[src/rtl/mips_pkg.sv]
// mips_pkg: shared word width, reset constants and fetch-state type for the MIPS front end
package mips_pkg;
    localparam int XLEN = 32;
    localparam logic [XLEN-1:0] NOP = 32'h0000_0000;
    localparam logic [XLEN-1:0] RESET_PC = 32'h0000_0000;
    typedef enum logic [1:0] {
        S_IDLE = 2'd0,
        S_REQ  = 2'd1,
        S_HOLD = 2'd2
    } fetch_state_t;
endpackage

[src/rtl/if_id_reg.sv]
// if_id_reg: IF/ID pipeline register with load, hold and clear controls
module if_id_reg
    import mips_pkg::*;
(
    input  logic            clk,
    input  logic            reset,
    input  logic            load,
    input  logic            clear,
    input  logic [XLEN-1:0] d_instr,
    input  logic [XLEN-1:0] d_pc,
    output logic            valid,
    output logic [XLEN-1:0] instr,
    output logic [XLEN-1:0] pc,
    output logic [XLEN-1:0] pc_plus4
);
    always_ff @(posedge clk) begin
        if (reset) begin
            valid    <= 1'b0;
            instr    <= NOP;
            pc       <= RESET_PC;
            pc_plus4 <= RESET_PC + 32'd4;
        end else if (load) begin
            valid    <= 1'b1;
            instr    <= d_instr;
            pc       <= d_pc;
            pc_plus4 <= d_pc + 32'd4;
        end else if (clear) begin
            valid <= 1'b0;
            instr <= NOP;
        end
    end
endmodule

[src/rtl/if_stage.sv]
// if_stage: instruction fetch FSM with one-entry skid buffer feeding IF/ID.
// Define IF_DELAY_SLOT_EN to keep the IF/ID entry across a flush (branch delay slot).
module if_stage
    import mips_pkg::*;
(
    input  logic            clk,
    input  logic            reset,
    input  logic [XLEN-1:0] pc_in,
    input  logic            stall,
    input  logic            flush,
    output logic            imem_req,
    output logic [XLEN-1:0] imem_addr,
    input  logic            imem_ready,
    input  logic [XLEN-1:0] imem_rdata,
    output logic            pc_advance,
    output logic            instr_valid,
    output logic [XLEN-1:0] instr,
    output logic [XLEN-1:0] instr_pc,
    output logic [XLEN-1:0] pc_plus4
);
    fetch_state_t    state;
    logic [XLEN-1:0] skid_instr, skid_pc;
    logic            accept, unhold, load, clear, flush_clears;
`ifdef IF_DELAY_SLOT_EN
    assign flush_clears = 1'b0;
`else
    assign flush_clears = 1'b1;
`endif
    assign imem_req   = state == S_REQ;
    assign imem_addr  = pc_in;
    assign accept     = imem_req && imem_ready && !flush && !reset;
    assign pc_advance = accept;
    assign unhold     = state == S_HOLD && !stall && !flush;
    assign load       = !stall && (accept || unhold);
    // with nothing to load and decode free, the slot empties to a bubble
    assign clear      = flush ? flush_clears : !stall && !load;

    if_id_reg u_if_id (
        .clk      (clk),
        .reset    (reset),
        .load     (load),
        .clear    (clear),
        .d_instr  (accept ? imem_rdata : skid_instr),
        .d_pc     (accept ? pc_in : skid_pc),
        .valid    (instr_valid),
        .instr    (instr),
        .pc       (instr_pc),
        .pc_plus4 (pc_plus4)
    );

    always_ff @(posedge clk) begin
        if (reset) begin
            state      <= S_IDLE;
            skid_instr <= NOP;
            skid_pc    <= RESET_PC;
        end else if (flush) begin
            state <= S_IDLE;
        end else begin
            state <= state == S_IDLE ? S_REQ :
                     state == S_REQ  ? (accept && stall ? S_HOLD : S_REQ) :
                     (stall ? S_HOLD : S_REQ);
            if (accept && stall) begin
                skid_instr <= imem_rdata;
                skid_pc    <= pc_in;
            end
        end
    end
endmodule

[config.mk]
export PLATFORM = sky130hd
export DESIGN_NAME = if_stage
export DESIGN_NICKNAME = d
export VERILOG_FILES = /design/src/rtl/mips_pkg.sv /design/src/rtl/if_id_reg.sv /design/src/rtl/if_stage.sv
export SDC_FILE = /design/constraint.sdc
export NUM_CORES = 1
export LEC_CHECK = 0
export CORE_MARGIN = 2
export CORE_UTILIZATION = 50
export DETAILED_ROUTE_END_ITERATION = 8
export PLACE_DENSITY = 0.81
export SYNTH_ARGS = -nofsm -noshare
export SYNTH_HDL_FRONTEND = slang
export SYNTH_HIERARCHICAL = 1
export SYNTH_SLANG_ARGS = --single-unit
[constraint.sdc]
create_clock -name clk -period 2.79 [get_ports clk]
set_input_delay 0.279 -clock clk [delete_from_list [all_inputs] [get_ports clk]]
set_output_delay 0.279 -clock clk [all_outputs]
set_load 0.005 [all_outputs]
* Yosys cells after proc, flatten, opt, wreduce, memory -nomap -nowiden
Cells that the tools add are included.
** Word-level totals
- Word-level logic and storage cells :: 41
- Bits in registers :: 163
- Input port bits :: 69
** Cells by class
- Equal/unequal tests :: 2
- Multiplexer cells :: 11
- $add $sub $neg :: 1
- Bitwise logic cells :: 1
- Reductions and logical operators :: 18
** Operator list (count)
- $mux 32 :: 4
- $add 32x3->32 const B :: 1
- $logic_and 1x1->1 :: 8
- $mux 2 :: 3
- $logic_not 1->1 :: 4
- $mux 1 :: 4
- $reduce_or 3->1 :: 1
- $eq 2x1->1 const B :: 1
- $eq 2x2->1 const B :: 1
- $logic_not 2->1 :: 1
- $reduce_and 2->1 :: 1
- $reduce_bool 2->1 :: 1
- $reduce_or 2->1 :: 1
- $logic_or 1x1->1 :: 1
- $not 1->1 :: 1

* Longest topological paths before layout
- Depth after elaboration :: 11
- Depth in mapped cells :: 13
- Gate-level depth less buffers :: 8

* Modules after synthesis
The synthesis kept the hierarchy.
** By module, submodules not included
- if_id_reg :: area an instance 4033.9 µm², seq. area each 1901.8 µm², cells each 461, times used 1
- if_stage :: area an instance 3812.4 µm², seq. area each 1321.3 µm², cells each 333, times used 1

* Worst setup path before layout
Ideal clock, no wire load.
- Kind :: input -> register
- Start :: input port reset
- End :: register u_if_id.pc_plus4[17]
- Stages on the path :: 13
- Path buffers :: 6
- Arrival :: 2435 ps
- Setup slack :: 264 ps
- Path through :: buf_2 > nor2_4 > nand3_2 > buf_6 > buf_6 > mux2_2 > buf_4 > and4_1 > buf_6 > nand4_4 > buf_6 > or3_1 > a311oi_1
** On the way
- Word-level cells in the longest chain between the ends :: 4
- Elaborated cells on any way between the ends :: 6
- Those cells by class :: add/sub: 1; mux: 1; reduce/logical: 4
** Ends and longest elaborated chain
- from (decl) :: line if_stage.sv:7 : input logic reset,
- $logic_not 1->1 :: line if_stage.sv:31 : assign accept = imem_req && imem_ready && !flush && !reset;
- $logic_and 1x1->1 :: line if_stage.sv:31
- $mux 32 or $logic_or 1x1->1 (tied branches) :: line if_stage.sv:44, if_stage.sv:34
- $add 32x3->32 or $logic_and 1x1->1 (tied branches) :: line if_id_reg.sv:26, if_stage.sv:34
- to (signal assigned) :: line if_id_reg.sv:21 : pc_plus4 <= RESET_PC + 32'd4;
- to (signal assigned) :: line if_id_reg.sv:26 : pc_plus4 <= d_pc + 32'd4;
- to (decl) :: line if_id_reg.sv:14 : output logic [XLEN-1:0] pc_plus4
Several ways; a longest one is shown, not always the timed one.
A chain may end at the register's enable or synchronous reset.

* Worst setup path after layout
- Start :: register state[0]
- End :: register u_if_id.pc_plus4[19]
** On the way
- Word-level cells in the longest chain between the ends :: 6
- Elaborated cells on any way between the ends :: 11
- Those cells by class :: add/sub: 1; eq/ne: 2; mux: 1; reduce/logical: 7
** Ends and longest elaborated chain
- from (decl) :: line if_stage.sv:21 : fetch_state_t state;
- from (signal assigned) :: line if_stage.sv:59 : state <= state == S_IDLE ? S_REQ :
- $eq 2x1->1 :: line if_stage.sv:29 : assign imem_req = state == S_REQ;
- $logic_and 1x1->1 (3 in a row) :: line if_stage.sv:31
- $mux 32 or $logic_or 1x1->1 (tied branches) :: line if_stage.sv:44, if_stage.sv:34
- $add 32x3->32 or $logic_and 1x1->1 (tied branches) :: line if_id_reg.sv:26, if_stage.sv:34
Several ways; a longest one is shown, not always the timed one.

==> out/results.ini <==
[run_status]
status=completed

[clock_network]
cts_buffer_depth=2
clk_latency_ns=0.43
cts_sinks=161
clkTransAtPathRegs_ns=0.06
cts_tree=yes
cts_root_buf=clkbuf_16
htreeDepth=4
numCtsBuffers=17

[critical_path]
cp_cell_sequence=nor2b_4 -> nand3_4 -> buf_12 -> mux2_2 -> and4_1 -> nand4_4 -> or4_1 -> a311oi_1
crit_slowest_cell=or4_1
cpPeakStageDelay_ns=0.53
worstPathArrival_ns=2.92
critPathKind=reg -> reg
reg2reg_depth=8
crit_fanout=18
critPathRequiredTime_ns=3.12
cp-start-kind=register
endpoint_kind=register

[logic_synthesis]
synth_top_family_by_area=multiplexers
synth-edff-count=0
synthTopCellsByArea=dfxtp_1, mux2_2, mux2_4, mux2i_1, nor2b_1
yosysSeqAreaShare=0.411
synth_ff_type=dfxtp_1
async_reset_ff_frac=0
synth_warnings=6
synthMuxAreaShare=0.234
synth_xor_area_frac=0.0134
avgSynthCellArea_um2=9.88
postSynthCellCount=794
synth_cell_types=44
synthTopCellsByCount=dfxtp_1, nor2_1, mux2_2
yosys.area_share.adder=0.00159
synth_area_um2=7850
synth.most_common_cell=dfxtp_1
synthSimpleGateAreaFrac=0.196
synth-seq-cells=161
synth_top_area_share=0.411
synth_top_area_cell=dfxtp_1
synth-compound-area-share=0.0700
syn-num-nets=864

[timing]
fin_ws_ns=0.207
post-route-period-util=0.926
fmax_mhz=387
maxSlewViolCount=0
rsz0062_at_grt=false
tightest_slew_ns=0.721
setup_viol_count_final=0
finalClockSkew_ns=0.00867
relSlewSlack=0.520
finalHoldViolations=0
holdWs_ns=0.347
period_needed_ns=2.58

[drt]
dr_wl_met2_um=9420
drt_iter0_drc=432
first_pass_iters=5
antenna_left=0
wl_um=20500
vias_per_cell=5.38
drt-met1-wl_um=9330
post_drt_wl_per_cell_um=17.1
vias=6444
wl_met3_um=1260
dr.max_layer_used=met4
drcViolationCount=0

[die]
rows=45
die_h_um=129
coreArea_um2=15300
io_pins=200
initial_core_util=0.514
die_w_um=129
die_area_um2=16700

[cells_and_area]
syn_to_final_growth_pct=36.0
num_antenna_cells=0
drive_above_1_share=0.215
fin_nets=1043

[grt]
grtUsageTotal=0.243
grt_pass1_wl_um=32100
grt_pass1_vias=6204
antenna_found_initial=0
overflow=0
grt_max_degree=170

[power]
max-vdd-ir-drop_uv=415
p_leak_nw=4.25
p_per_area_nw_per_um2=479

[placement]
place_ws_ns=-0.130
port_buffers=199
dpl.hpwl_um=13500
gp_congestion=0.874

[hold_path]
hold-path-cell-count=4
hold_path.class=in -> reg

[flow_run]
drv_cap=0

power breakdown:
part	leakage [nW]	switching (mW)	total, mW	internal (mW)
sequential	1.30	0.0104	2.33	2.32
combinational	2.65	0.162	0.373	0.211
clock	0.297	0.939	2.42	1.48
logic make-up (layout without fill, tap and decap cells):
logic type / after synthesis / count (layout)
xor gates and xnor gates: 12 / 12
muxes: 157 / 157
buffers and inverters: 98 / 290
AOI/OAI and AO/OA: 86 / 86
adders and majority gates: 1 / 1
DFF: 161 / 161
and+or+nand+nor: 279 / 279
worst max-delay path: cells and delay by family (launching register included):
family / cells / cell delay (ns)
compound gates: 1 / 0.26
buf+inv: 1 / 0.18
flops: 1 / 0.35
mux: 1 / 0.23
simple gates: 5 / 1.47
sequential cells by signal, summed over array words and instances (netlist names):
register and count:
u_if_id/valid 1, skid_instr 32, state 2, u_if_id/pc 32
skid_pc 32, u_if_id/instr 32, u_if_id/pc_plus4 30
metrics by stage:
| step | setup TNS (ns) | util | cells | cell area (um2) | total power, mW |
|---|---|---|---|---|---|
| 3_5_place_dp | -0.831 | 0.659 | 1164 | 10100 | 2.75 |
| 5_1_grt | 0 | 0.700 | 1197 | 10700 | 5.28 |
| 3_3_place_gp | -0.208 | 0.659 | 1164 | 10100 | 2.75 |
| 2_1_floorplan | 0 | - | 794 | 7850 | 2.55 |
| 6_report | 0 | 0.700 | 1197 | 10700 | 5.12 |
| 4_1_cts | 0 | 0.699 | 1196 | 10700 | 5.15 |
area by class of cell:
type,count,area [um2]
sequential,161,3220
clock buffer,23,478
tap,211,264
fill,1172,4580
inverter,5,18.8
timing repair buffer,253,2490
multi-input combinational,535,4070
clock inverter,9,130
worst paths after layout:
| check | startpoint | endpoint | slack [ns] |
|---|---|---|---|
| setup / recovery | state[0] | u_if_id/pc_plus4[19] | 0.21 |
| hold / removal | reset | state[0] | 0.35 |
| setup reg to reg | state[0] | u_if_id/pc_plus4[19] | 0.21 |
| hold reg to reg | skid_instr[13] | skid_instr[13] | 0.47 |
layer usage:
| layer | global-route usage | vias to the layer above |
|---|---|---|
| met5 | 0 | - |
| met4 | 0.0806 | 0 |
| met3 | 0.0644 | 34 |
| met2 | 0.376 | 220 |
| met1 | 0.332 | 3056 |
| li1 | - | 3134 |
cells in the final DEF (no fill, tap or decap), types with 7 or more instances in the layout:
cell type	n
nand2_1	16
clkbuf_16	17
and4_1	7
and3_1	34
dfxtp_1	161
nand2b_1	15
nand4_1	12
xor2_1	7
mux2_4	30
nor2_1	92
buf_4	47
nand3_1	13
a211oi_1	13
o31ai_1	10
mux2i_1	36
nor2b_1	57
mux2_2	91
buf_12	8
or4_1	12
a21oi_1	38
a311oi_1	12
clkdlybuf4s50_1	198
repair_timing:
item / CTS / global route
resized for setup: 0 / 1
buffers inserted: 0 / 1
setup endpoints to repair: 0 / 3
hold buffers: 0 / 0
Note: power is estimated with default switching activity, not from simulation.
